## src/rtl/mdu_iter.sv

```systemverilog
// Iterative multiply/divide unit owning the HI/LO registers.
// Shift-add multiply and restoring divide, one bit per cycle, with a sign-fix cycle.
module mdu_iter #(
  parameter int WIDTH = 32
) (
  input  logic             clk,
  input  logic             resetn,
  input  logic             start,
  input  logic [2:0]       op,
  input  logic [WIDTH-1:0] a,
  input  logic [WIDTH-1:0] b,
  input  logic             flush,
  output logic [WIDTH-1:0] hi,
  output logic [WIDTH-1:0] lo,
  output logic             busy,
  output logic             done
);

  localparam int CW = $clog2(WIDTH);

  typedef enum logic [1:0] {S_IDLE, S_RUN, S_FIX} state_t;

  state_t             state_q, state_d;
  logic [CW-1:0]      cnt_q, cnt_d;
  logic [2*WIDTH-1:0] acc_q, acc_d;
  logic [WIDTH-1:0]   opnd_q, opnd_d;
  logic [WIDTH-1:0]   a_raw_q, a_raw_d;
  logic [WIDTH-1:0]   hi_q, hi_d;
  logic [WIDTH-1:0]   lo_q, lo_d;
  logic               is_div_q, is_div_d;
  logic               neg_q, neg_d;
  logic               dvd_neg_q, dvd_neg_d;
  logic               dz_q, dz_d;
  logic               done_q, done_d;

  // Handshake: start is sampled only in IDLE and flush overrides it; busy covers
  // RUN and FIX; done pulses for the single cycle in which HI/LO show the result.
  logic             req, is_md, is_sgn, is_dv, a_neg, b_neg;
  logic [WIDTH-1:0] a_mag, b_mag;
  logic [WIDTH:0]   mul_add, mul_sum, div_trial;
  logic [2*WIDTH-1:0] prod;
  logic [WIDTH-1:0] quo, rem;

  assign req    = (state_q == S_IDLE) && start && !flush;
  assign is_md  = (op >= 3'd1) && (op <= 3'd4);
  assign is_sgn = (op == 3'd1) || (op == 3'd3);
  assign is_dv  = (op == 3'd3) || (op == 3'd4);
  assign a_neg  = is_sgn && a[WIDTH-1];
  assign b_neg  = is_sgn && b[WIDTH-1];
  assign a_mag  = a_neg ? -a : a;
  assign b_mag  = b_neg ? -b : b;

  always_ff @(posedge clk or negedge resetn) begin
    if (!resetn) begin
      state_q <= S_IDLE;
    end else begin
      state_q <= state_d;
    end
  end

  always_comb begin
    state_d = state_q;
    case (state_q)
      S_IDLE:  if (req && is_md) state_d = S_RUN;
      S_RUN: begin
        if (flush) state_d = S_IDLE;
        else if (cnt_q == CW'(WIDTH - 1)) state_d = S_FIX;
      end
      S_FIX:   state_d = S_IDLE;
      default: state_d = S_IDLE;
    endcase
  end

  always_comb begin
    busy = (state_q != S_IDLE);
    done = done_q;
    hi   = hi_q;
    lo   = lo_q;
  end

  // The accumulator holds {partial product, multiplier} or {remainder, quotient}.
  always_comb begin
    mul_add   = acc_q[0] ? {1'b0, opnd_q} : '0;
    mul_sum   = {1'b0, acc_q[2*WIDTH-1:WIDTH]} + mul_add;
    div_trial = {acc_q[2*WIDTH-1:WIDTH], acc_q[WIDTH-1]} - {1'b0, opnd_q};
    prod      = neg_q ? -acc_q : acc_q;
    quo       = neg_q ? -acc_q[WIDTH-1:0] : acc_q[WIDTH-1:0];
    rem       = dvd_neg_q ? -acc_q[2*WIDTH-1:WIDTH] : acc_q[2*WIDTH-1:WIDTH];
  end

  always_comb begin
    cnt_d     = cnt_q;
    acc_d     = acc_q;
    opnd_d    = opnd_q;
    a_raw_d   = a_raw_q;
    is_div_d  = is_div_q;
    neg_d     = neg_q;
    dvd_neg_d = dvd_neg_q;
    dz_d      = dz_q;
    hi_d      = hi_q;
    lo_d      = lo_q;
    done_d    = 1'b0;
    case (state_q)
      S_IDLE: begin
        if (req && is_md) begin
          cnt_d     = '0;
          acc_d     = {{WIDTH{1'b0}}, (is_dv ? a_mag : b_mag)};
          opnd_d    = is_dv ? b_mag : a_mag;
          a_raw_d   = a;
          is_div_d  = is_dv;
          neg_d     = a_neg ^ b_neg;
          dvd_neg_d = a_neg;
          dz_d      = is_dv && (b == '0);
        end else if (req && op == 3'd5) begin
          hi_d = a;
        end else if (req && op == 3'd6) begin
          lo_d = a;
        end
      end
      S_RUN: begin
        cnt_d = cnt_q + CW'(1);
        if (!is_div_q) acc_d = {mul_sum, acc_q[WIDTH-1:1]};
        else if (div_trial[WIDTH]) acc_d = {acc_q[2*WIDTH-2:0], 1'b0};
        else acc_d = {div_trial[WIDTH-1:0], acc_q[WIDTH-2:0], 1'b1};
      end
      S_FIX: begin
        if (!flush) begin
          done_d = 1'b1;
          if (!is_div_q) begin
            hi_d = prod[2*WIDTH-1:WIDTH];
            lo_d = prod[WIDTH-1:0];
          end else if (dz_q) begin
            hi_d = a_raw_q;
            lo_d = '1;
          end else begin
            hi_d = rem;
            lo_d = quo;
          end
        end
      end
      default: ;
    endcase
  end

  always_ff @(posedge clk or negedge resetn) begin
    if (!resetn) begin
      cnt_q     <= '0;
      acc_q     <= '0;
      opnd_q    <= '0;
      a_raw_q   <= '0;
      is_div_q  <= 1'b0;
      neg_q     <= 1'b0;
      dvd_neg_q <= 1'b0;
      dz_q      <= 1'b0;
      hi_q      <= '0;
      lo_q      <= '0;
      done_q    <= 1'b0;
    end else begin
      cnt_q     <= cnt_d;
      acc_q     <= acc_d;
      opnd_q    <= opnd_d;
      a_raw_q   <= a_raw_d;
      is_div_q  <= is_div_d;
      neg_q     <= neg_d;
      dvd_neg_q <= dvd_neg_d;
      dz_q      <= dz_d;
      hi_q      <= hi_d;
      lo_q      <= lo_d;
      done_q    <= done_d;
    end
  end

endmodule

```

## config.mk

```make
export PLATFORM = sky130hd
export DESIGN_NAME = mdu_iter
export DESIGN_NICKNAME = d
export VERILOG_FILES = /design/src/rtl/mdu_iter.sv
export SDC_FILE = /design/constraint.sdc
export NUM_CORES = 1
export LEC_CHECK = 0
export ABC_AREA = 1
export BUFFER_PORTS_ARGS = -buffer_cell sky130_fd_sc_hd__buf_2
export CAP_MARGIN = 20
export CORE_MARGIN = 4
export CORE_UTILIZATION = 37
export DETAILED_ROUTE_END_ITERATION = 8
export GPL_TIMING_DRIVEN = 0
export SYNTH_ARGS = -nofsm -noshare
export SYNTH_HDL_FRONTEND = slang
export SYNTH_SLANG_ARGS = --single-unit
```

## constraint.sdc

```tcl
create_clock -name clk -period 4.75 [get_ports clk]
set_clock_uncertainty 0.05 [all_clocks]
set_input_delay 0 -clock clk [delete_from_list [all_inputs] [get_ports clk]]
set_output_delay 0 -clock clk [all_outputs]
set_load 0.01 [all_outputs]
```

==> results of run 1 <==
## kinds of logic after synthesis
| logic type | count (synthesis) | share of synthesized area [%] |
|---|---|---|
| xor+xnor | 70 | 3.01 |
| simple gates | 2061 | 42.1 |
| fa+ha+maj | 72 | 4.49 |
| compound gates | 535 | 14.4 |
| buf+inv | 568 | 10.9 |
| flops | 204 | 25.1 |
## state kept, by name, summed over array words and instances (netlist names)
name and count:
hi 32, state_q 2, dvd_neg_q 1, acc_q 64, neg_q 1, a_raw_q 32
cnt_q 5, done 1, dz_q 1, lo 32, is_div_q 1, opnd_q 32
## metal layers
| metal | vias to the layer above | share of wire, % |
|---|---|---|
| met5 | - | 0.18 |
| met4 | 4 | 5.8 |
| met3 | 287 | 11 |
| met2 | 1384 | 43 |
| met1 | 11600 | 40 |
| li1 | 11700 | - |
## per-stage QoR
step	setup slack [ns]	utilization, %
2_1_floorplan	2.12	-
3_3_place_gp	-0.180	40.5
3_5_place_dp	1.07	40.6
4_1_cts	1.06	43.7
5_1_grt	0.670	43.7
6_report	0.919	43.7
## worst reg2reg max path, stage by stage, from the launching register on
cell,delay [ns]
dfrtp_1,0.31
buf_2,0.24
clkbuf_1,0.55
nand2_1,0.29
inv_1,0.13
ha_1,0.23
nand2_1,0.13
inv_1,0.09
nand2_1,0.17
nor3_1,0.61
o21ai_0,0.42
nand4_1,0.17
nand3_1,0.10
nand2_1,0.09
inv_1,0.05
nand2_1,0.06
nand2_1,0.04
## layout make-up
cell class,count,area share [%]
repair buffers,210,6.12
clock buffers,38,3.33
multi-input cells,2738,55.1
plain buffers,130,2.45
clock inverters,9,0.730
diodes,2,0.0212
inverters,438,6.95
well taps,696,3.68
flip-flops and latches,204,21.6
## power by group through the flow
stage	clock network (W)	registers [W]	logic, W
finish	0.00226	0.00310	0.00854
global route	0.00232	0.00314	0.00942
CTS	0.00225	0.00307	0.00836
detailed placement	0	0.00310	0.00826
global placement	0	0.00309	0.00823
floorplan	0	0.00282	0.00563
## cells in the mapped netlist (2+ instances only)
library cell     n
fa_1             2
nor2_1         477
and2_1           4
ha_1            70
or2_2           17
buf_6            5
xnor2_1         14
o21bai_1         8
o31ai_1          3
o211ai_1        31
inv_1          425
o21ai_0        216
a22o_1           2
a21oi_1        211
inv_2            8
nand4_1         33
clkbuf_1        76
nand3_1        355
nor2_2          14
a22oi_1         14
nor2_4           4
xor2_1          56
clkinv_1         5
a21o_1           3
nand2_1       1084
buf_1           17
nand2_4          5
o221ai_1        12
buf_4            2
nand3b_1        17
o21ai_1         11
nand3_2          2
nor4_1           2
dfrtp_1        204
o21a_1           4
buf_2           28
nand2_2         12
o21ai_2          4
nor3_1          33
o22ai_1          2
a31oi_1         11
## how the worst max path moves through the flow
| stage | end | start |
|---|---|---|
| after global routing | acc_q[53] | acc_q[0] |
| final | acc_q[50] | acc_q[0] |
| after global placement | opnd_q[7] | resetn |
| after CTS | acc_q[61] | acc_q[0] |
| after detailed placement | acc_q[53] | acc_q[0] |
| after floorplan | acc_q[61] | acc_q[0] |
==> metrics.txt, run 1 <==
TNS Setup=0 ns; synthesized cell area=just over 20000 sq um; met2 global-route usage=between 50 and 60%; ys async rst share=100%; global route hottest layer=met2; DR WL/cell=about 22 um; Critical path buffers and inverters=5; hold_buf cts=73; Net Sw Frac=54.2%; max-cap viol count=0; Power Total=roughly 0.014 W; Slew Limit Headroom=a little under a third; Num Clock Sinks=~200; post-cts sizing count=0; critical path's largest stage delay=a little over 0.6 ns; final instance area=23700 sq um; FF+latch area=approximately 5100 sq um; Primary FF master, synth=dfrtp_1; max-slew violation count=0; Flop pwr share=22.3%; most frequent cells in the layout=1084 x nand2_1, 477 x nor2_1, 425 x inv_1; htree depth=1; EDFF count, synth=0; Clock Path Buffers=3; met1 Use GR=between 40 and 50%; Multi-input gate area=roughly 13000 sq um; warnings from Yosys=0; Layout area overhead=16.1%; DP HPWL=between 80 and 90 mm; vias per cell=roughly 5.6; standard-cell rows=85; Max IR drop VDD=about 0.30 mV; WP depth=16; Initial Util=around 38%; CP delay by family, top=simple AND/OR/NAND/NOR gates; syn avg cell area=approximately 5.8 sq um; RR Endpoint=acc_q[50]; arrival time at the worst endpoint=around 4.3 ns; Worst Tran Pin Value=~1.0 ns; drt drc=0; cell taking the most area after synthesis=dfrtp_1; Reg2Reg Launch Point=acc_q[0]; Hold Crit Class=in -> async; CP dominant cell by count=nand2_1; DP Area=~22000 sq um; GP Congestion=about 1.1; CTS tree=done; Placed Cells=4343; Crit. End Element=flip-flop; Post-Route WL=~100 mm; Seq cells post-synth=between 200 and 250; P_int=approximately 0.0064 W; Final nets=~3900; Die Ht=243 um; pin count of the biggest net entering global routing=107; antenna viol nets, final=0; num ports=137; Post-Syn Nets=between 3000 and 4000; post-route minimum period=about 3.8 ns; die area=roughly 59000 sq um; minimum hold slack=-0.00715 ns; CTS clock-pin slew for the worst setup and hold paths=0.06 ns; DRT iter0 DRCs=around 3000; final hold violations=11; global route overflow=0; r2r worst-path depth=16; failing checks=hold timing; P_sw=approximately 0.0075 W; synth top area cells=dfrtp_1 25%, nand2_1 20%, nor2_1 8.8%, nand3_1 8.7%, inv_1 7.8%; outcome=finished, violations left; gr usage total=about a third; # Post-CTS Setup Buffers=0; antenna violations before repair=7; clk_lat worst skew=just under 0.6 ns; most common cell after layout, fill and taps aside=nand2_1; top cell type's share of synthesized area=25.1%; Final period util=approximately four fifths; Placeable Area=54100 sq um; Clk pwr share=16.3%; root buffer cell=clkbuf_16; DR vias=roughly 25000; DRT Pass-1 Iters=6; CP cell instances=buf_2 > clkbuf_1 > nand2_1 > inv_1 > ha_1 > nand2_1 > inv_1 > nand2_1 > nor3_1 > o21ai_0 > nand4_1 > nand3_1 > nand2_1 > inv_1 > nand2_1 > nand2_1; crit path max-delay cell type=nor3_1; PD cells=588 nW/um^2; met3 Resource Use GR=8.07%; CTS Buf Count=27; first-pass GRT wire length=~150 mm; critical path required time=roughly 5.2 ns; f_max=261 MHz; final setup fails=0; Die W=243 um; FILL cells=5966; combinational group share of total power=between 60% and 70%; post-route insts no fill=approximately 4500; startpoint types=flip-flop; Syn Inst Count=~3500; Crit Path Max Fanout=10; register area share after synthesis=approximately a quarter; CP Class=reg -> reg; Leak Pwr=12.1 nW; RSZ-0062 raised after global routing=no; IO Port Bufs=136; Distinct cells, synth=48; vias in the first global route=about 23000; R2R setup slack=0.92 ns; fraction of layout cells with a size suffix above 1=7.59%
Note: power is estimated with default switching activity, not from simulation.
==> run 2, diff against run 1 <==
- ABC_AREA: 1 -> 0
- clock period: 4.75 -> 3.5 ns (I/O delays scaled with it)
==> metrics.txt, run 2 <==
outcome=finished, violations left; failing checks=hold timing; critical path required time=3.85 ns (-1.33 ns); R2R setup slack=0.04 ns (-0.88 ns); DRT Pass-1 Iters=6 (unchanged); Worst Tran Pin Value=1.02 ns (-0.0228 ns); Seq cells post-synth=204 (unchanged); final setup fails=0 (unchanged); Power Total=0.0160 W (+15%); Placeable Area=45700 sq um (-16%); top cell type's share of synthesized area=29.7% (+4.6 points); clk_lat worst skew=0.57 ns (-0.02 ns); CP startpoint=acc_q[0]; Slew Limit Headroom=32.3% (+1.5 points); synthesized cell area=17200 sq um (-16%); antenna violations before repair=0 (-7); antenna viol nets, final=0 (unchanged); Multi-input gate area=11300 sq um (-13%); warnings from Yosys=0 (unchanged); f_max=289 MHz (+11%); vias in the first global route=17900 (-23%); post-route minimum period=3.46 ns (-0.374 ns); Die W=224 um (-7.8%); die area=50000 sq um (-15%); crit path max-delay cell type=dfrtp_2; Syn Inst Count=2248 (-36%); startpoint types=flip-flop; CTS clock-pin slew for the worst setup and hold paths=0.07 ns (about the same); WP depth=13 (-3); Clock Path Buffers=3 (unchanged); DP Area=18600 sq um (-15%); Initial Util=37.7% (+0.052 points); synth top area cells=dfrtp_1 30%, o21ai_0 7.3%, nand2_1 7.0%, ha_1 5.1%, a21oi_1 5.0%; FF+latch area=5110 sq um (about the same); Distinct cells, synth=82 (+71%); FILL cells=4659 (-22%); Crit Path Max Fanout=10 (unchanged); Final period util=98.8% (+18 points); r2r worst-path depth=13 (-3); Critical Path End=acc_q[58]; IO Port Bufs=126 (-7.4%); first-pass GRT wire length=112 mm (-23%); most numerous cell in the Yosys netlist=nand2_1; DRT iter0 DRCs=2031 (-32%); Leak Pwr=8.69 nW (-28%); final hold violations=7 (-4); CP Class=reg -> reg; critical path's largest stage delay=0.43 ns (-0.18 ns); global route overflow=0 (unchanged); fraction of layout cells with a size suffix above 1=10.2% (+2.6 points); vias per cell=6.08 (+8.6%); Critical path buffers and inverters=2 (-3); drt drc=0 (unchanged); Num Clock Sinks=204 (unchanged); htree depth=1 (unchanged); GP Congestion=0.987 (-6.0%); standard-cell rows=78 (-8.2%); Max IR drop VDD=0.397 mV (+34%); antenna cells=0 (-2); ys async rst share=100% (unchanged); Post-Route WL=75.8 mm (-25%); root buffer cell=clkbuf_16; CP delay by family, top=compound AO/OA/AOI/OAI gates; Crit. End Element=flip-flop; DP HPWL=59.3 mm (-27%); PD cells=786 nW/um^2 (+34%); pin count of the biggest net entering global routing=111 (+3.7%); DR vias=18800 (-25%); Post-synth top cells=319 x nand2_1, 251 x o21ai_0, 204 x dfrtp_1, 180 x nor2_1, 172 x a21oi_1; Reg2Reg Launch Point=acc_q[0]; EDFF count, synth=0 (unchanged); num ports=137 (unchanged); final core utilization=44.6% (+0.91 points); syn avg cell area=7.66 sq um (+32%); CTS Buf Count=25 (-7.4%); most frequent cells in the layout=319 x nand2_1, 239 x o21ai_0, 201 x dfrtp_1; Hold Crit Class=in -> async; Post-Syn Nets=2391 (-35%); DR WL/cell=24.6 um (+9.3%); Die Ht=224 um (-7.8%); CTS tree=done; RSZ-0062 raised after global routing=yes; max reg flops=64 (unchanged); RR Endpoint=acc_q[58]; gr usage total=28.9% (-3.9 points); final instance area=20400 sq um (-14%); register area share after synthesis=29.7% (+4.6 points); arrival time at the worst endpoint=3.81 ns (-0.45 ns); CP dominant cell by count=o21ai_1; cell taking the most area after synthesis=dfrtp_1; most common cell after layout, fill and taps aside=nand2_1; Biggest register=acc_q; minimum hold slack=-0.0229 ns (-0.0158 ns); CP cell instances=inv_2 > clkbuf_4 > nor2_1 > ha_1 > a21oi_1 > o21ai_1 > o211ai_1 > o2111ai_1 > a21oi_4 > o21ai_1 > nor4b_1 > nor3_1 > o21ai_0; max-slew violation count=0 (unchanged); Primary FF master, synth=dfrtp_1; max-cap viol count=0 (unchanged); Layout area overhead=18.4%; Final nets=2614 (-33%)
## run 2: changes by cell type in the layout (fill, tap and decap cells not counted), sizes merged, moves of 25 or more
cell | previous run | this run
a211oi | 0 | 42
a21o | 3 | 37
a21oi | 213 | 172
clkbuf | 115 | 166
inv | 434 | 68
mux2i | 0 | 56
nand2 | 1101 | 319
nand3 | 357 | 37
nor2 | 495 | 180
o21ai | 231 | 256
o22ai | 2 | 40
o31ai | 3 | 32
xnor2 | 14 | 95
xor2 | 56 | 83
## run 2: cell families after synthesis
| logic type | Yosys count | share of synthesized area (%) |
|---|---|---|
| xor gates and xnor gates | 178 | 9.06 |
| and+or+nand+nor | 736 | 19.5 |
| adders and majority gates | 72 | 5.32 |
| buffers and inverters | 238 | 5.73 |
| DFF | 204 | 29.7 |
| AOI/OAI and AO/OA | 760 | 27.2 |
| muxes | 60 | 3.52 |
## run 2: final cells by class
class / instances / area share [%]
clock inverters: 8 / 0.485
multi-input cells: 1806 / 55.6
clock buffers: 33 / 3.46
well taps: 600 / 3.68
plain buffers: 163 / 3.59
inverters: 69 / 1.27
flip-flops and latches: 204 / 25.1
repair buffers: 202 / 6.83
## run 2: metal layers
metal	GRT usage (%)	wire (um)	vias to the layer above
met2	44.5	33300	887
li1	-	-	8547
met5	0	0	-
met1	41.5	33000	9189
met4	10.1	3070	0
met3	4.10	6410	144
## run 2: power breakdown
group	switching, W	total (W)	internal, W
combinational	0.00586	0.00940	0.00354
clock	0.00113	0.00268	0.00155
sequential	0.000861	0.00394	0.00308
total	0.00785	0.0160	0.00817
## run 2: how the worst min path moves through the flow
stage	to	from
global route	lo[5]	resetn
detailed placement	lo[7]	resetn
CTS	lo[7]	resetn
floorplan	a_raw_q[0]	resetn
global placement	state_q[1]	flush
finish	lo[4]	resetn
## run 2: timing repair
| item | in CTS | in global routing |
|---|---|---|
| endpoints found under the hold margin | 219 | 0 |
| gates resized for setup | 38 | 34 |
| setup endpoints to repair | 65 | 34 |
| hold buffers | 64 | 0 |
| buffers inserted | 5 | 6 |
| gates cloned | 0 | 0 |
| pin swaps | 5 | 9 |
## run 2: per-stage QoR
step,setup slack (ns),setup TNS (ns),cells
5_1_grt,-0.0749,-0.105,3085
4_1_cts,0.00808,0,3080
3_3_place_gp,-1.30,-283.24,2974
6_report,0.0422,0,3085
3_5_place_dp,-1.05,-25.56,2975
2_1_floorplan,0.180,0,2248
